$ cat config.mk
export PLATFORM = sky130hd
export DESIGN_NAME = ram_arbiter
export DESIGN_NICKNAME = d
export VERILOG_FILES = /design/src/rtl/ram_arbiter_pkg.sv /design/src/rtl/ram_arbiter.sv
export SDC_FILE = /design/constraint.sdc
export NUM_CORES = 1
export LEC_CHECK = 0
export CORE_ASPECT_RATIO = 0.9
export CORE_MARGIN = 1.5
export CORE_UTILIZATION = 34
export DETAILED_ROUTE_END_ITERATION = 8
export PLACE_DENSITY = 0.79
export SLEW_MARGIN = 10
export SYNTH_ARGS = -nofsm -noshare
export SYNTH_HDL_FRONTEND = slang
export SYNTH_SLANG_ARGS = --single-unit
export TNS_END_PERCENT = 100
$ cat constraint.sdc
create_clock -name clk -period 1.35 [get_ports clk]
set_input_delay 0.135 -clock clk [delete_from_list [all_inputs] [get_ports clk]]
set_output_delay 0.135 -clock clk [all_outputs]
set_load 0.03 [all_outputs]
$ cat src/rtl/ram_arbiter_pkg.sv
// rtl/ram_arbiter_pkg.sv - state/port encodings and round-robin pick for ram_arbiter
package ram_arbiter_pkg;

  typedef enum logic [1:0] {
    ST_IDLE  = 2'd0,
    ST_GNT_A = 2'd1,
    ST_GNT_B = 2'd2
  } state_e;

  typedef enum logic {
    PORT_A = 1'b0,
    PORT_B = 1'b1
  } port_e;

  // A port just granted is masked so a request still held through its grant
  // cycle is not served twice.
  function automatic state_e next_state(input logic a_req, input logic b_req,
                                        input state_e cur, input port_e last);
    logic a_p;
    logic b_p;
    state_e nxt;
    a_p = a_req && (cur != ST_GNT_A);
    b_p = b_req && (cur != ST_GNT_B);
    nxt = ST_IDLE;
    if (a_p && b_p) begin
      nxt = (last == PORT_A) ? ST_GNT_B : ST_GNT_A;
    end else if (a_p) begin
      nxt = ST_GNT_A;
    end else if (b_p) begin
      nxt = ST_GNT_B;
    end
    return nxt;
  endfunction

endpackage

$ cat src/rtl/ram_arbiter.sv
// rtl/ram_arbiter.sv - round-robin two-port front end for a single-port async-read RAM
module ram_arbiter
  import ram_arbiter_pkg::*;
#(
  parameter int N = 8,
  parameter int M = 8
) (
  input  logic         clk,
  input  logic         rst,
  input  logic         a_req,
  input  logic         a_we,
  input  logic [M-1:0] a_addr,
  input  logic [N-1:0] a_wdata,
  output logic         a_gnt,
  output logic [N-1:0] a_rdata,
  output logic         a_rvalid,
  input  logic         b_req,
  input  logic         b_we,
  input  logic [M-1:0] b_addr,
  input  logic [N-1:0] b_wdata,
  output logic         b_gnt,
  output logic [N-1:0] b_rdata,
  output logic         b_rvalid,
  output logic [M-1:0] ram_addr,
  output logic [N-1:0] ram_datain,
  output logic         ram_we,
  input  logic [N-1:0] ram_dataout
);

  state_e       state_q, state_d;
  port_e        last_q, last_d;
  logic [N-1:0] a_rdata_q, b_rdata_q;
  logic         a_rvalid_q, b_rvalid_q;

  always_comb begin
    state_d = next_state(a_req, b_req, state_q, last_q);
    case (state_q)
      ST_GNT_A: last_d = PORT_A;
      ST_GNT_B: last_d = PORT_B;
      default:  last_d = last_q;
    endcase
  end

  always_comb begin
    ram_addr   = '0;
    ram_datain = '0;
    ram_we     = 1'b0;
    a_gnt      = 1'b0;
    b_gnt      = 1'b0;
    case (state_q)
      ST_GNT_A: begin
        ram_addr   = a_addr;
        ram_datain = a_wdata;
        ram_we     = a_we & ~rst;
        a_gnt      = 1'b1;
      end
      ST_GNT_B: begin
        ram_addr   = b_addr;
        ram_datain = b_wdata;
        ram_we     = b_we & ~rst;
        b_gnt      = 1'b1;
      end
      default: ;
    endcase
  end

  always_ff @(posedge clk) begin
    if (rst) begin
      state_q    <= ST_IDLE;
      last_q     <= PORT_B;
      a_rdata_q  <= '0;
      b_rdata_q  <= '0;
      a_rvalid_q <= 1'b0;
      b_rvalid_q <= 1'b0;
    end else begin
      state_q    <= state_d;
      last_q     <= last_d;
      a_rvalid_q <= (state_q == ST_GNT_A) && !a_we;
      b_rvalid_q <= (state_q == ST_GNT_B) && !b_we;
      // Read data is captured only for reads; writes leave it untouched.
      if ((state_q == ST_GNT_A) && !a_we) a_rdata_q <= ram_dataout;
      if ((state_q == ST_GNT_B) && !b_we) b_rdata_q <= ram_dataout;
    end
  end

  assign a_rdata  = a_rdata_q;
  assign b_rdata  = b_rdata_q;
  assign a_rvalid = a_rvalid_q;
  assign b_rvalid = b_rvalid_q;

endmodule

==> results.md, run 1 <==
Setup path:
- Along the worst path, the maximum fanout reaches 5.
- In this run the critical register-to-register path is captured at last_q.
- The critical path startpoint category is a register.
- The cell with the biggest individual delay on the critical path is sky130_fd_sc_hd__dfxtp_4.
- The start point of the critical path is state_q[0].
- The worst setup slack for register-to-register paths is 20 ps.
- The critical path goes through inv_4 > ha_4 > buf_4 > a22oi_2 > nor2_2 > buf_6.
- The most critical setup path has its endpoint at ram_addr[0].
- The maximum single-stage delay on the critical path is 380 ps.
- The critical path start-end classification is register to output port.
- The cell count of the worst reg-to-reg path is 6.
- The required time reported for the critical path endpoint is 1220 ps.
- In this run the critical register-to-register path is launched from state_q[0].
- For the worst setup path, the data arrival time is 1460 ps.
- The worst setup path is captured at an output port.

Floorplanning:
- In this run the count of I/O pins placed on the die edge is 83.
- The total area inside the core boundary comes to 3138 µm².
- In this run the vertical extent of the chip is 58.20 µm.
- The die width is 64.34 µm.
- The floorplan row count is 19.
- The die covers 3744 µm².
- The effective utilization at floorplan is 36.68%.

Synth:
- The total of warnings raised by yosys is 0.
- Counting flops with a built-in enable in the synthesized netlist gives 0.
- Synthesis produced a netlist with a net count of 174.
- For this run, the register share of the synthesized area comes to 36.52%.
- In the synthesized netlist the async set-or-reset flop fraction comes to 0%.
- The synthesized design contains 21 register bits.
- The cell area after synthesis is 1151 µm².
- The dominant register cell in the synthesized netlist is sky130_fd_sc_hd__dfxtp_1.
- Synthesis produced 124 cells.
- The mean post-synth cell area is 9.283 µm².
- The number of different library cells used by synthesis comes to 20.

Clock tree:
- The sink count of the clock tree is 21.
- The number of buffers added to fix hold violations after cts is 0.
- Clock-pin slew was measured on the worst setup and hold paths at 70 ps.
- The maximum buffer depth of the clock tree is 2.
- Clock latency on the worst-skew pair, taken at its later pin, is 260 ps.
- The cell sitting at the root of the clock tree is a sky130_fd_sc_hd__clkbuf_8.
- TritonCTS built the clock tree.
- Buffers inserted during clock tree synthesis total 3.
- The CTS H-tree depth is 1.

Placed design:
- The post-placement worst setup slack is -329.3 ps.
- The congestion estimate from routability-driven global placement came to 0.7086.
- Detailed placement finished with a half-perimeter wire length of 2639 µm.
- During placement, the flow inserted port buffers numbering 82.

Hold path:
- In this run the worst hold path is classified as input pin to register.
- The start point of the worst hold path is ram_dataout[1].

Routing:
- For this block, the routed nets add up to 3944 µm of wire.
- The DRC violation total after the first TritonRoute iteration is 23.
- The number of nets with antenna violations after routing is 0.
- Using the TritonRoute via totals, the vias-per-cell ratio works out to 4.817.
- The remaining routing DRC violations is 0.
- Dividing the detail-routed wire length by the instance count gives 15.00 µm.
- Across all layers, the routed design uses 1267 vias.
- The number of detailed-routing iterations run before antenna repair is 4.

GRT:
- The met2 track demand over resource in global routing is 38.54%.
- For met1 alone, demand over resource in global routing was 23.02%.
- The number of antenna violations at the first check in global routing came to 0.
- Entering global routing, the biggest net connects 21 pins.
- The global routing stage identified its most utilized layer as met2.
- The total global-route track usage is 20.02%.
- The via count of the first global-routing pass is 1273.
- The global routing usage on met3 is 3.107%.
- Summed over all layers, the global routing overflow is 0.
- The global-route wire length before repair is 5844 µm.

Final layout:
- The most frequent standard cell in the layout excluding fill and tap cells is sky130_fd_sc_hd__clkdlybuf4s50_1.
- The top cell types in the final layout, fill and taps aside, are 45 x sky130_fd_sc_hd__clkdlybuf4s50_1, 26 x sky130_fd_sc_hd__nand2b_1, 23 x sky130_fd_sc_hd__buf_6.
- From synthesis to final layout, the design area changed by 116.2%.
- The number of antenna cells inserted is 0.
- The net count of the finished layout is 272.
- The post-route netlist has 40.27% of its cells at a drive strength greater than 1.
- The footprint of the flip-flops and latches is 427.9 µm².
- The area occupied by multi-input gates is 879.6 µm².
- The fill cell instance count of the final layout is 204.

Pwr:
- The worst ir drop on vdd is 635.8 µV.
- The overall power consumption is 1781 µW.
- The total power per unit cell area is 715.6 nW/µm².
- Summed over all cells, the static leakage comes to 0.001032 µW.

Timing:
- The final number of hold-violating endpoints is 0.
- The fraction of the cycle the final worst path needs is 118.3%.
- The worst setup skew after layout is 3.694 ps.
- The time the worst path needs with I/O delays and setup is 1598 ps.
- Derived from the worst setup path, the maximum achievable clock frequency is 625.9 MHz.
- The number of pins with negative max-slew slack in the final report is 0.
- Headroom to the max-slew limit came out at 76.32%.
- The setup violation total in the final timing report is 18.
- The slew of the pin with the lowest slew margin is 356.6 ps.
- Setup repair after global routing could not meet its margin everywhere.
- In the final timing run, aggregate negative setup slack is -3240 ps.
- Across all setup checks in the final design, the least slack found is -247.6 ps.

Outcome:
- The checks that failed: negative setup slack.
- The run finished, with violations left.

Run:
- Max-cap violations in this run came to 0.
cell families (layout without fill, tap and decap cells):
logic type,Yosys count,after routing,synth area share (%)
AO/OA/AOI/OAI,17,17,11.20
adder cells (fa/ha/maj),4,4,4.348
buffers and inverters,13,110,6.847
flip-flops,21,21,36.52
multiplexers,17,17,14.78
AND/OR/NAND/NOR,52,52,26.30
Yosys cell counts (2+ instances only):
cell                        n  area [µm²]
sky130_fd_sc_hd__a22oi_1   16       120.1
sky130_fd_sc_hd__buf_2      3       15.01
sky130_fd_sc_hd__buf_4      3       22.52
sky130_fd_sc_hd__buf_6      2       22.52
sky130_fd_sc_hd__clkbuf_1   3       11.26
sky130_fd_sc_hd__dfxtp_1   21       420.4
sky130_fd_sc_hd__ha_1       4       50.05
sky130_fd_sc_hd__inv_1      2       7.510
sky130_fd_sc_hd__mux2i_1   17       170.2
sky130_fd_sc_hd__nand2b_1  26       162.7
sky130_fd_sc_hd__nor2_1    18       67.56
routing by layer:
| metal | part of all wire [%] | vias up |
|---|---|---|
| met1 | 40 | 591 |
| met5 | 0 | - |
| li1 | - | 617 |
| met3 | 5.9 | 8 |
| met4 | 2.0 | 0 |
| met2 | 52 | 51 |
worst max-delay path: cells and delay by family, from the launching register on:
| kind | cells | cell delay (ps) |
|---|---|---|
| fa+ha+maj | 1 | 180 |
| flops | 1 | 380 |
| simple gates | 1 | 80 |
| compound gates | 1 | 230 |
| buf+inv | 3 | 330 |
state kept, by name, summed over array words and instances, names as in the netlist:
register,cells
a_rdata,8
b_rvalid,1
a_rvalid,1
b_rdata,8
last_q,1
state_q,2
per-stage QoR:
step,util (%),hold slack (ps),area (µm²),std cells
after global routing,79.31,496.2,2489,263
after global placement,69.18,458.4,2171,248
final,79.31,470.1,2489,263
after detailed placement,69.18,470.9,2171,248
after CTS,76.24,461.1,2392,257
after floorplan,-,303.7,1348,124
what timing repair did:
item	CTS	global route
setup endpoints to repair	44	20
pin swaps	4	10
buffers inserted	5	5
gates resized for setup	68	13
cloned	0	1
worst min-delay path by stage:
stage / endpoint / slack, ps / cells after the start
floorplan: state_q[1] / 300 / 1
global placement: b_rdata[5] / 460 / 2
detailed placement: a_rdata[7] / 470 / 2
CTS: state_q[1] / 460 / 2
global route: a_rdata[2] / 500 / 3
finish: a_rdata[1] / 470 / 3
power breakdown:
group	switching (µW)	leakage [µW]	internal (µW)	total, µW
combinational	327	0.000835	392	719
clock	195	0.0000255	205	400
sequential	19.1	0.000172	642	661
total	541	0.00103	1240	1780
final cells by class:
type,count,share of cell area [%]
sequential,21,17.19
clock buffer,3,1.659
tap,42,2.112
timing repair buffer,104,42.99
multi-input combinational,90,35.34
inverter,2,0.5028
clock inverter,1,0.2011
(Power assumes the default switching activity.)
==> run 2: changes to the inputs <==
- CORE_UTILIZATION: 34 -> 61
- CTS_CLUSTER_SIZE: unset -> 8
- DONT_BUFFER_PORTS: unset -> 1
- PLACE_DENSITY: 0.79 -> 0.77
==> run 2 against run 1 <==
Net effect:
- the flow now stops in global routing
- area after synthesis is the same
- synthesized cell count is the same
==> results.md, run 2 <==
Synth:
- The simple logic cell fraction of the synthesized area came to 26.30% (unchanged).
- The area share of fa/ha/maj cells after synthesis is 4.348% (unchanged).
- By area the synthesized netlist is led by sky130_fd_sc_hd__dfxtp_1 37%, sky130_fd_sc_hd__mux2i_1 15%, sky130_fd_sc_hd__nand2b_1 14%.
- The cell count after synthesis is 124 (unchanged).
- The dominant register cell in the synthesized netlist is sky130_fd_sc_hd__dfxtp_1.
- The mean post-synth cell area is 9.283 µm² (unchanged).
- The share of synthesized area occupied by flip-flops and latches is 36.52% (unchanged).
- The post-synthesis mux area share is 14.78% (unchanged).
- The top cell type's share of synthesized area came to 36.52% (unchanged).
- The cell area after synthesis is 1151 µm² (unchanged).
- The dominant combinational cell family by area after synthesis is simple AND/OR/NAND/NOR gates.
- The number of enable-type register cells in the synthesized netlist came to 0 (unchanged).
- By instance count, the leading cell after synthesis is sky130_fd_sc_hd__nand2b_1.
- Counting instances in the post-synthesis netlist gives the leading cell types as 26 x sky130_fd_sc_hd__nand2b_1, 21 x sky130_fd_sc_hd__dfxtp_1, 18 x sky130_fd_sc_hd__nor2_1, 17 x sky130_fd_sc_hd__mux2i_1, 16 x sky130_fd_sc_hd__a22oi_1.
- The net count after synthesis was 174 (unchanged).
- The flip-flop and latch count after synthesis is 21 (unchanged).
- The share of synthesized flip-flops with an asynchronous set or reset was 0% (unchanged).
- The total of warnings raised by yosys is 0 (unchanged).
- Summed over all instances, the cell type with the most area after synthesis is sky130_fd_sc_hd__dfxtp_1.
- The compound-cell area share of the yosys netlist is 11.20% (unchanged).
- The count of distinct cell types in the synthesized netlist was 20 (unchanged).
- The post-synthesis share of cell area spent on xor and xnor gates is 0% (unchanged).

Clock tree:
- The sink count of the clock tree came to 21 (unchanged).
- The CTS H-tree depth is 1 (unchanged).
- The maximum buffer depth of the clock tree is 2 (unchanged).
- The TritonCTS buffer count is 3 (unchanged).
- The tree is rooted in a sky130_fd_sc_hd__clkbuf_4.

Timing:
- After the last repair the worst path ends at a primary output.
- When the global-route repair_timing finished, the worst setup path ended at ram_datain[2].

Outcome:
- The tool reported: "[ERROR DPL-0033] detailed placement checks failed during check placement".
- The run stopped with a tool error.
- The flow stopped in global routing.

Floorplanning:
- The die width is 48.79 µm (-24%).
- The die outline height is 44.21 µm (-24%).
- The effective utilization at floorplan is 67.06% (+30 points).
- The floorplan row count was 14 (-5).
- The number of top-level pins is 83 (unchanged).

Placed design:
- The post-placement worst setup slack was -87.07 ps (+242.3 ps).
- The count of buffers inserted at the top-level ports was 0 (-100%).
- The post-DP HPWL was 2087 µm (-21%).
- The last weighted congestion value of the routability-driven placer is 0.7028 (-0.82%).

GRT:
- The number of antenna violations at the first check in global routing is 0.
- The largest net degree at the start of global routing is 27.
[run 2: stage by stage]
stage	setup TNS, ps	instance area, µm²	hold WS, ps	std cells	util [%]
3_3_place_gp	-25.74	1433	209.1	153	83.45
3_5_place_dp	-928.4	1433	210.4	153	83.45
4_1_cts	-4620	1617	0.5262	166	94.17
2_1_floorplan	0	1348	303.7	124	-
[run 2: cells by family after synthesis]
family                     Yosys count
AOI/OAI and AO/OA                   17
adders and majority gates            4
buffers and inverters               13
DFF                                 21
muxes                               17
and+or+nand+nor                     52
[run 2: repair_timing]
item / CTS
setup endpoints to repair: 24
hold endpoints to repair: 6
pin swaps: 12
setup buffers: 5
cloned: 0
hold buffers: 4
gates resized for setup: 14
==> run 3: changes to the inputs <==
- CORE_AREA: unset -> 2 2 63 65
- CORE_ASPECT_RATIO: 0.9 -> unset
- CORE_MARGIN: 1.5 -> unset
- CORE_UTILIZATION: 61 -> unset
- CTS_CLUSTER_SIZE: 8 -> unset
- DIE_AREA: unset -> 0 0 65 67
- PLACE_DENSITY: 0.77 -> unset
- PLACE_DENSITY_LB_ADDON: unset -> 0.15
==> run 3 against run 2 <==
Net effect:
- the flow now finishes, with violations (negative setup slack)
==> results.md, run 3 (synthesized netlist as in run 1, its figures left out) <==
Outcome:
- The flow ran to the end, but the final reports show violations.
- The final reports fail on negative setup slack.

Routing:
- The remaining routing DRC violations is 0.
- The post-detailed-route via-to-cell ratio is 4.952.
- The total length of routed wires is 2847 µm.
- Before antenna repair, the detailed router went through 4 iterations.
- The detailed router placed 926 vias in this run.
- The number of nets with antenna violations after routing is 0.
- The post-detailed-route wirelength per cell is 15.22 µm.
- The DRC violation total after the first TritonRoute iteration is 16.

Setup path:
- Walking the worst path, the cells encountered are inv_4 > buf_6 > ha_4 > buf_8 > a22oi_2 > nor2_4.
- The worst setup path is launched from a register.
- In this run the worst path has a maximum fanout of 9.
- The startpoint of the lowest-slack register-to-register path is state_q[0].
- Data arrives at the worst endpoint at 1390 ps.
- Counting cells, the worst reg-to-reg path comes to 7.
- The required time reported for the critical path endpoint is 1220 ps.
- The largest single stage delay on the critical path is 360 ps.
- The sort of element at the end of the critical path is an output port.
- The worst setup slack for register-to-register paths is -50 ps.
- Broken down by cell family, the worst path's largest delay share belongs to flip-flops.
- The critical path runs through a total of 6 cells.
- The critical path in this run is classified as register to output port.
- Together, buffers and inverters on the worst path number 3.
- The cell with the biggest individual delay on the critical path is sky130_fd_sc_hd__dfxtp_4.
- The start point of the critical path is state_q[0].

Final layout:
- The finished cells cover 1612 µm².
- Compared with the post-synthesis result, the final layout area differs by 40.00%.
- The end-of-flow core utilization is 44.69%.
- The number of antenna diodes in the final layout is 0.
- The net count of the finished layout is 190.
- The most frequent standard cell in the layout excluding fill and tap cells is sky130_fd_sc_hd__nand2b_1.
- The top cell types in the final layout, fill and taps aside, are 26 x sky130_fd_sc_hd__nand2b_1, 19 x sky130_fd_sc_hd__dfxtp_1, 16 x sky130_fd_sc_hd__mux2i_1.
- The post-route netlist has 44.60% of its cells at a drive strength greater than 1.

GRT:
- The via count of the first global-routing pass is 964.
- The first global-routing pass estimated 4409 µm of wire.
- The number of antenna violations at the first check in global routing is 0.
- The total global-route track usage is 13.27%.
- The overflow left after global routing is 0.
- Entering global routing, the biggest net connects 27 pins.

Pwr:
- For this design the static power due to leakage is 0.0005833 µW.
- In this run the power density over the cells is 923.8 nW/µm².
- The worst ir drop on vdd is 452.9 µV.

Timing:
- The number of pins with negative max-slew slack in the final report is 0.
- The worst pin sits at a relative slew slack of 75.23%.
- The setup violation total in the final timing report is 19.
- For the pin with the worst max-slew slack, the measured transition is 370.3 ps.
- Derived from the worst setup path, the maximum achievable clock frequency is 653.8 MHz.
- The final-layout worst hold slack is 27.29 ps.
- Between clock sinks in the finished design, the worst skew comes to 4.406 ps.
- After layout, the minimum clock period comes to 1530 ps.
- The final number of hold-violating endpoints is 0.
- Once routing completed, OpenROAD measured the worst setup slack at -179.6 ps.
- Setup repair after global routing could not meet its margin everywhere.
- After layout, the worst path uses 113.3% of the clock period.

Placed design:
- The placed cell area came to 1450 µm² (+1.2%).
- The count of buffers inserted at the top-level ports is 0 (unchanged).
- The post-DP HPWL came to 2064 µm (-1.1%).
- The last weighted congestion value of the routability-driven placer is 0.6557 (-6.7%).

Clock tree:
- TritonCTS built the clock tree.
- The TritonCTS buffer count came to 3 (unchanged).
- For the worst-skew pair, the clock arrives at the later sink with an insertion delay of 260 ps.
- After clock tree synthesis, the clock-pin slew on the worst setup and hold paths is 80 ps.
- The CTS H-tree depth came to 1 (unchanged).
- The sink count of the clock tree was 21 (unchanged).
- The tree is rooted in a sky130_fd_sc_hd__clkbuf_8.
- The maximum buffer depth of the clock tree is 2 (unchanged).

Floorplanning:
- The floorplan die area is 4355 µm².
- The number of top-level pins is 83 (unchanged).
- The floorplan row count is 22 (+8).
- The floorplan step defined a core boundary enclosing 3606 µm².
- The die width was 65 µm (+33%).
- The effective utilization at floorplan is 31.92% (-35 points).
- The die outline height came to 67 µm (+52%).

Run:
- Max-cap violations in this run came to 0.

Hold path:
- In this run the most critical hold path is launched from b_req.
- The instance count along the most critical hold path is 1.
- The kind of path behind the tightest hold check is input pin to register.
run 3: final timing paths:
check	to
max	ram_datain[3]
min	state_q[1]
max reg2reg	last_q
min reg2reg	a_rdata[5]
run 3: per-stage QoR:
| stage | power [µW] | cells | setup slack (ps) | setup TNS [ps] |
|---|---|---|---|---|
| 2_1_floorplan | 1017 | 124 | 0.0009992 | 0 |
| 3_3_place_gp | 1044 | 177 | -12.34 | -115.9 |
| 3_5_place_dp | 1052 | 177 | -55.67 | -491.3 |
| 4_1_cts | 1517 | 187 | -214.9 | -3116 |
| 5_1_grt | 1568 | 187 | -243.3 | -4082 |
| 6_report | 1489 | 187 | -179.6 | -2856 |
run 3: cell type report:
class                   count  area, µm²
inverters                   2      10.01
flip-flops and latches     21      425.4
well taps                  48      60.06
clock inverters             1      5.005
multi-input cells          90      847.1
clock buffers               3      41.29
fillers                   341       1994
repair buffers             22      222.7
run 3: timing repair:
item / CTS / global route
gates resized for setup: 16 / 1
endpoints found under the setup margin: 24 / 20
endpoints found under the hold margin: 5 / 0
gates cloned: 0 / 0
hold buffers: 1 / 0
pin swaps: 10 / 3
setup buffers: 5 / 0
run 3: per-layer routing:
metal  global-route usage (%)  wire (µm)
met1                    13.28       1053
met2                    25.64       1501
met3                    3.547        273
met4                    5.585         19
met5                        0          0
run 3: where the power goes:
part	internal [µW]	switching, µW
clock	205	195
combinational	181	218
sequential	643	46.8
run 3: worst register-to-register path: stages (launching register included):
cell and delay (ps):
sky130_fd_sc_hd__dfxtp_4 360, sky130_fd_sc_hd__inv_4 40, sky130_fd_sc_hd__buf_6 110, sky130_fd_sc_hd__ha_4 180, sky130_fd_sc_hd__buf_8 150, sky130_fd_sc_hd__buf_4 130
sky130_fd_sc_hd__nor2b_1 120, sky130_fd_sc_hd__a211o_1 210
==> run 4: changes to the inputs <==
==> constraint.sdc (replaced) <==
create_clock -name clk -period 1.35 [get_ports clk]
set_input_delay 0.405 -clock clk [delete_from_list [all_inputs] [get_ports clk]]
set_output_delay 0.405 -clock clk [all_outputs]
set_load 0.03 [all_outputs]
==> run 4 against run 3 <==
Net effect:
- die area did not move
- setup slack got worse by 260 ps
- clock-buffer cell count rose by 1
- maximum frequency fell by 14%
- critical path depth fell by 1
- the flow still finishes with violations (negative setup slack)
==> results.md, run 4 (synthesized netlist as in run 1, its figures left out) <==
Setup path:
- The required time reported for the critical path endpoint is 950 ps (-270 ps).
- The critical path in this run is classified as register to output port.
- The critical path startpoint category is a register.
- The arrival time of data at the critical path endpoint was 1380 ps (about the same).
- The sort of element at the end of the critical path is an output port.
- The largest driver fanout on the critical path came to 8 (-1).

GRT:
- The via count of the first global-routing pass is 1028 (+6.6%).
- The global-route wire length before repair is 4657 µm (+5.6%).
- The number of antenna violations at the first check in global routing is 0 (unchanged).
- The total global-route track usage came to 13.99% (+0.72 points).
- The largest net degree at the start of global routing came to 31 (+15%).
- The overflow left after global routing is 0 (unchanged).

Placed design:
- The post-DP HPWL is 2133 µm (+3.3%).
- The placed cell area is 1514 µm² (+4.4%).
- The number of placed instances, taps included was 180 (+1.7%).
- The count of buffers inserted at the top-level ports came to 0 (unchanged).
- The last weighted congestion value of the routability-driven placer was 0.6729 (+2.6%).

Timing:
- The final number of hold-violating endpoints was 0 (unchanged).
- The time the worst path needs with I/O delays and setup came to 1785 ps (+255.4 ps).
- The slew of the pin with the lowest slew margin came to 341.8 ps (-28.51 ps).
- The worst slew slack as a fraction of its limit is 77.18% (+1.9 points).
- The final sum of negative setup slack is -7916 ps (-5060 ps).
- The setup violation total in the final timing report is 20 (+1).
- The worst setup skew after layout was 2.325 ps (-2.081 ps).
- The number of pins with negative max-slew slack in the final report is 0 (unchanged).
- The highest clock frequency the design can meet is 560.2 MHz (-14%).
- The fraction of the cycle the final worst path needs is 132.2% (+19 points).
- Setup repair after global routing could not meet its margin everywhere.
- The final setup slack of the worst path is -435.0 ps (-255.4 ps).

Pwr:
- The overall power consumption is 1556 µW (+4.5%).
- The total power per unit cell area was 879.1 nW/µm² (-4.8%).
- The leakage power is 0.0006186 µW (+6.0%).
- The worst ir drop on vdd was 486.5 µV (+7.4%).

Final layout:
- The library cell used most frequently in the layout, excluding fill and tap cells, is sky130_fd_sc_hd__nand2b_1.
- The end-of-flow core utilization is 49.10% (+4.4 points).
- In the layout the commonest cells are 26 x sky130_fd_sc_hd__nand2b_1, 19 x sky130_fd_sc_hd__dfxtp_1, 16 x sky130_fd_sc_hd__a22oi_2, 16 x sky130_fd_sc_hd__nor2_4, 16 x sky130_fd_sc_hd__mux2i_1.
- The net count of the finished layout was 192 (+1.1%).
- The final non-filler cell total was 189 (+1.1%).
- The fill cell instance count of the final layout came to 330 (-3.2%).
- The share of layout cells above drive strength 1 is 51.06% (+6.5 points).
- The area occupied by multi-input gates came to 923.4 µm² (+9.0%).
- From synthesis to final layout, the design area changed by 53.80%.
- The number of antenna cells inserted came to 0 (unchanged).
- The footprint of the flip-flops and latches was 427.9 µm² (+0.59%).
- The post-layout instance area was 1770 µm² (+9.9%).

Routing:
- The total length of routed wires was 2825 µm (-0.77%).
- The detailed-route via count is 955 (+3.1%).
- The post-detailed-route via-to-cell ratio came to 5.053 (+2.0%).
- The number of nets with antenna violations after routing is 0 (unchanged).
- The number of detailed-routing iterations run before antenna repair is 4 (unchanged).
- The DRC violation total after the first TritonRoute iteration is 9 (-7).
- The remaining routing DRC violations came to 0 (unchanged).
- The post-detailed-route wirelength per cell was 14.95 µm (-1.8%).

Floorplanning:
- The die width is 65 µm (unchanged).
- The die outline height is 67 µm (unchanged).
- The total core area is 3606 µm² (unchanged).
- The floorplan row count was 22 (unchanged).
- The number of top-level pins came to 83 (unchanged).
- The effective utilization at floorplan is 31.92% (unchanged).
- The floorplan die area is 4355 µm² (unchanged).

Outcome:
- The run finished, with violations left.
- The checks that failed: negative setup slack.

Clock tree:
- The maximum buffer depth of the clock tree is 2 (unchanged).
- The clock slew seen by the registers of the worst setup and hold paths is 70 ps (about the same).
- The sink count of the clock tree is 21 (unchanged).
- The number of buffers added to fix hold violations after cts is 0 (-1).
- The latest clock arrival within the worst-skew pair came to 250 ps (about the same).
- The root buffer cell is sky130_fd_sc_hd__clkbuf_8.
- The TritonCTS buffer count is 3 (unchanged).
- The clock tree from TritonCTS is built.
- The CTS H-tree depth is 1 (unchanged).

Run:
- The max capacitance violation total is 0 (unchanged).

Hold path:
- The tightest min-delay check is of the input pin to register type.
-- run 4: what timing repair did --
item	in CTS	in global routing
resized for setup	29	5
pin swaps	15	5
buffers inserted	4	1
endpoints found under the setup margin	21	23
-- run 4: path summary, 6_finish.rpt --
check             endpoint  cells after the start  slack [ps]        from
min             state_q[0]                      1         210         rst
max          ram_datain[0]                      5        -440  state_q[1]
min reg2reg         last_q                      1         490      last_q
max reg2reg         last_q                      7        -180  state_q[1]
-- run 4: worst max-delay path: stages, from the launching register on --
cell                      delay, ps
sky130_fd_sc_hd__dfxtp_4        370
sky130_fd_sc_hd__buf_6          100
sky130_fd_sc_hd__ha_4           220
sky130_fd_sc_hd__buf_8          160
sky130_fd_sc_hd__a22oi_2         90
sky130_fd_sc_hd__nor2_4         190
-- run 4: report_power, final --
| part | internal, µW | total [µW] | leakage, µW | switching [µW] |
|---|---|---|---|---|
| logic | 227 | 465 | 0.000424 | 238 |
| clock network | 210 | 397 | 0.0000228 | 188 |
| registers | 642 | 694 | 0.000172 | 51.8 |
| total | 1080 | 1560 | 0.000619 | 478 |
-- run 4: final cells by class --
cell class,count,area share (%)
multi-input cells,90,52.16
flip-flops and latches,21,24.17
repair buffers,24,17.17
well taps,48,3.392
clock buffers,4,2.544
inverters,2,0.5654
-- run 4: metrics by stage --
stage	setup WS, ps	hold slack, ps
after floorplan	-212.8	452.2
after global placement	-181.4	469.1
after detailed placement	-220.5	477.9
after CTS	-450.7	200.4
after global routing	-508.0	194.4
final	-435.0	209.4
-- run 4: per-layer routing --
metal  GRT usage [%]  part of all wire, %  wire (µm)
met5               0                    0          0
met4           5.585                 0.67         19
met3           4.223                   12        333
met2           26.80                   54       1524
met1           13.99                   34        948
==> variant 1: new RTL, settings of run 1 <==
Set the parameter `N` to 16 (it was 8).
--- a/src/rtl/ram_arbiter.sv
+++ b/src/rtl/ram_arbiter.sv
@@ -2,7 +2,7 @@
 module ram_arbiter
   import ram_arbiter_pkg::*;
 #(
-  parameter int N = 8,
+  parameter int N = 16,
   parameter int M = 8
 ) (
   input  logic         clk,
Interface: changed (6 resized); port bits go from 83 to 131. The function was not compared with the original's and may differ.
==> variant 1 against run 1 <==
- the run still ends with negative setup slack left
- routed wire length up 67%
- sequential cell count up 16
- combinational power up 50%
- critical path depth unchanged
- power up 66%
- design area up 58%
- cell count up 57%
- core utilization down 5.8 points
- clock power up 82%
- area after synthesis up 67%
- setup slack worse by 0.060 ns
- count of clock-buffer cells in the layout up 5
- die area up 63%
- largest cell class unchanged
==> variant 1: results (changes against run 1) <==
Layout area overhead 105% (was 116%); M2 GR Usage 0.369 (was 0.385); failing checks negative setup slack (unchanged); setup TNS -7.05 ns (was -3.24 ns); drt via density 4.80 (was 4.82); share of cells above drive strength 1 0.327 (was 0.403); Synth area leaders dfxtp_1 (39%), mux2i_1 (17%), nand2b_1 (16%) (was dfxtp_1 (37%), mux2i_1 (15%), nand2b_1 (14%)); sequential area share after synthesis 0.386 (was 0.365); Final clock-cell share 0.0204 (was 0.0186); final worst setup slack -0.307 ns (was -0.248 ns); M1 GR Usage 0.231 (was 0.230); multi-input logic area 0.00138 mm2 (was 880 um2); status complete, but fails checks (unchanged); Final Setup Violations 26 (was 18); met3 WL 770 um (was 231 um); sequential cell fraction of total power 0.390 (was 0.371); Post-CTS Setup Inserts 8 (was 5); worst slack, placed -0.114 ns (was -0.329 ns); crit path DAT 1.52 ns (was 1.46 ns); Clock Latency Late Sink 0.28 ns (was 0.26 ns); FILL cells 381 (was 204); placed inst area 0.00351 mm2 (was 0.00217 mm2); CTS buffer count 5 (was 3); H-tree depth 2 (was 1); first-pass GRT wire length 9530 um (was 5840 um); Worst Min Path Start ram_dataout[10] (was ram_dataout[1]); Post-Place Cells 394 (was 248); DR iter-0 viols 27 (was 23); worst-path maximum fanout 9 (was 5)
-- variant 1: cell types whose count changed after synthesis, sizes merged --
cell / run 1 / this run
nand2b: 26 / 50
a22oi: 16 / 24
clkbuf: 3 / 5
dfxtp: 21 / 37
buf: 8 / 14
nor2: 18 / 26
mux2i: 17 / 33
-- variant 1: cell families (layout without fill, tap and decap cells) --
group           count (synthesis)  count (layout)  share of synthesized area
simple gates                   84              84                      0.249
flops                          37              37                      0.386
buf+inv                        21             163                     0.0685
mux                            33              33                      0.172
fa+ha+maj                       4               4                     0.0261
compound gates                 25              25                     0.0985
-- variant 1: worst paths after layout --
path	end	slack (ns)
worst max register to register	last_q$_SDFFE_PP1P_	0
worst max-delay path	ram_addr[4]	-0.31
worst min register to register	b_rdata[2]$_SDFFE_PP0P_	0.47
worst min-delay path	a_rdata[10]$_SDFFE_PP0P_	0.44
==> variant 2: new RTL, flow settings as in run 1 <==
Without the edit above. Encoding of `state_e`: now one-hot (3 bits for 3 states).
--- a/src/rtl/ram_arbiter_pkg.sv
+++ b/src/rtl/ram_arbiter_pkg.sv
@@ -1,10 +1,10 @@
 // rtl/ram_arbiter_pkg.sv - state/port encodings and round-robin pick for ram_arbiter
 package ram_arbiter_pkg;
 
-  typedef enum logic [1:0] {
-    ST_IDLE  = 2'd0,
-    ST_GNT_A = 2'd1,
-    ST_GNT_B = 2'd2
+  typedef enum logic [2:0] {
+    ST_IDLE  = 3'b001,
+    ST_GNT_A = 3'b010,
+    ST_GNT_B = 3'b100
   } state_e;
 
   typedef enum logic {
Formal check against the unedited RTL: no difference found for any inputs over 10 cycles, from zero or initial values and one cycle with rst high; not proved beyond that.
==> variant 2 against run 1 <==
- the flow still finishes with violations (negative setup slack)
- cell count fell by 6.5%
- register-to-register slack got worse by 0.09 ns
- core utilization fell by 0.85 points
- area after synthesis fell by 6.5%
- sequential cell count rose by 1
- design area fell by 4.1%
- maximum frequency fell by 6.9%
- setup slack got worse by 0.12 ns
- power fell by 5.7%
- clock skew rose by 0.0092 ns
- routed wire length fell by 2.0%
- critical path type unchanged
==> variant 2: results (changes against run 1) <==
switching pwr 416 uW (was 541 uW); worst-path maximum fanout 4 (was 5); final worst setup slack -0.366 ns (was -0.248 ns); Post-Place Cells 233 (was 248); setup TNS -6.90 ns (was -3.24 ns); clock root cell clkbuf_4 (was clkbuf_8); Reg2Reg Launch Point state_q[0]$_SDFF_PP1_ (was state_q[0]$_SDFF_PP0_); syn nets 151 (was 174); drt via density 4.86 (was 4.82); Antenna Cells 0 (unchanged); Syn Inst Count 105 (was 124); Via Count 1196 (was 1267); status complete, but fails checks (unchanged); Adder-Cell Fraction of Synth Area 0 (was 0.0435); WL/cell 15.7 um (was 15.0 um); failing checks negative setup slack (unchanged); reg2reg end b_rdata[1]$_SDFFE_PP0P_ (was last_q$_SDFFE_PP1P_); relative slew slack 0.777 (was 0.763); Post-synth ARST share 0 (unchanged); H-tree depth 1 (unchanged); First-pass DRT Iterations 4 (unchanged); largest net degree at the start of global routing 28 (was 21); R2R depth 4 (was 6); distinct cell type count after synthesis 21 (was 20); vias in the first global route 1263 (was 1273); initial antenna violation count 0 (unchanged); sequential area share after synthesis 0.409 (was 0.365); HP Class input port to register (unchanged); crit path DAT 1.58 ns (was 1.46 ns); share of cells above drive strength 1 0.353 (was 0.403); first-pass GRT wire length 5660 um (was 5840 um); Routability Congestion 0.700 (was 0.709); compound-gate portion of the synthesized area 0.173 (was 0.112); Hold Path Depth 3 (unchanged); Hold Path Sink b_rdata[0]$_SDFFE_PP0P_ (was a_rdata[1]$_SDFFE_PP0P_); CTS buffer count 3 (unchanged); DP Wirelength 2560 um (was 2640 um); setup slack, reg-to-reg -0.07 ns (was 0.02 ns); Pleak 0.00113 uW (was 0.00103 uW); top cells by count, synth nand2b_1 (25), dfxtp_1 (22), a22o_1 (16), mux2i_1 (16), clkbuf_1 (4) (was nand2b_1 (26), dfxtp_1 (21), nor2_1 (18), mux2i_1 (17), a22oi_1 (16)); Clk pin slew, worst setup/hold paths 0.13 ns (was 0.07 ns); Synth area leaders dfxtp_1 (41%), mux2i_1 (15%), nand2b_1 (15%) (was dfxtp_1 (37%), mux2i_1 (15%), nand2b_1 (14%)); Worst Min Path Start ram_dataout[0] (was ram_dataout[1]); worst slack, placed -0.350 ns (was -0.329 ns); All-Layer GR Usage 0.200 (about the same); hold_buf cts 0 (unchanged); PortBufs 82 (unchanged); Max VDD drop 0.000397 V (was 0.000636 V); Clock Path Buffers 2 (unchanged); worst clock skew 0.0129 ns (was 0.00369 ns); DR iter-0 viols 15 (was 23); Post-Synth XOR/XNOR Area 0 (unchanged); Final Setup Violations 27 (was 18); Clock Latency Late Sink 0.32 ns (was 0.26 ns); post-synthesis mux area share 0.149 (was 0.148); Final nets 251 (was 272)
[variant 2: changes by cell type in the layout (fill, tap and decap cells not counted), sizes merged, moves of 2 or more]
cell	before	now
a22o	0	16
a22oi	16	0
ha	4	0
nor2	18	2
or4b	0	2
[variant 2: worst max-delay path by stage]
stage	start	endpoint	slack [ns]	cells past startpoint
after CTS	state_q[0]$_SDFF_PP1_	ram_addr[2]	-0.34	5
after global routing	state_q[2]$_SDFF_PP0_	ram_datain[1]	-0.41	5
after floorplan	state_q[2]$_SDFF_PP0_	ram_addr[0]	0.02	3
final	state_q[0]$_SDFF_PP1_	ram_addr[1]	-0.37	5
after detailed placement	rst	ram_we	-0.35	4
after global placement	rst	ram_we	-0.36	4
[variant 2: metrics by stage]
step | cell area [um2] | hold WS, ns
floorplan | 1180 | 0.250
global placement | 2050 | 0.459
detailed placement | 2050 | 0.462
CTS | 2290 | 0.405
global route | 2390 | 0.426
finish | 2390 | 0.402
[variant 2: timing repair]
action | 4_1_cts | 5_1_grt
setup buffers | 3 | 4
pin swaps | 6 | 14
setup endpoints to repair | 45 | 30
cloned | 3 | 1
gates resized for setup | 66 | 10
[variant 2: area by class of cell]
class / count / area [um2]
clock buffer: 3 / 22.5
clock inverter: 1 / 30.0
fill: 207 / 656
inverter: 3 / 16.3
multi-input combinational: 72 / 758
sequential: 22 / 444
tap: 42 / 52.6
timing repair buffer: 103 / 1060
[variant 2: kinds of logic (layout without fill, tap and decap cells)]
family                 Yosys count  after routing
buffers and inverters           11            110
DFF                             22             22
AOI/OAI and AO/OA               21             21
muxes                           16             16
and+or+nand+nor                 35             35
[variant 2: power groups by stage]
stage / combinational (uW) / clock [uW] / sequential, uW
final: 498 / 504 / 677
after global routing: 522 / 529 / 678
after CTS: 466 / 509 / 676
after detailed placement: 408 / 0 / 689
after global placement: 399 / 0 / 687
after floorplan: 165 / 0 / 708
[variant 2: worst max-delay path: stages, from the launching register on]
cell and delay, ns:
dfxtp_2 0.35, or3b_4 0.42, inv_6 0.12, clkbuf_16 0.15, a22o_4 0.12, buf_6 0.12
[variant 2: metal layers]
layer	wire [um]	track usage	vias to the layer above
met2	1970	0.394	61
li1	-	-	576
met5	0	0	-
met1	1520	0.218	549
met3	246	0.0461	10
met4	129	0.0381	0
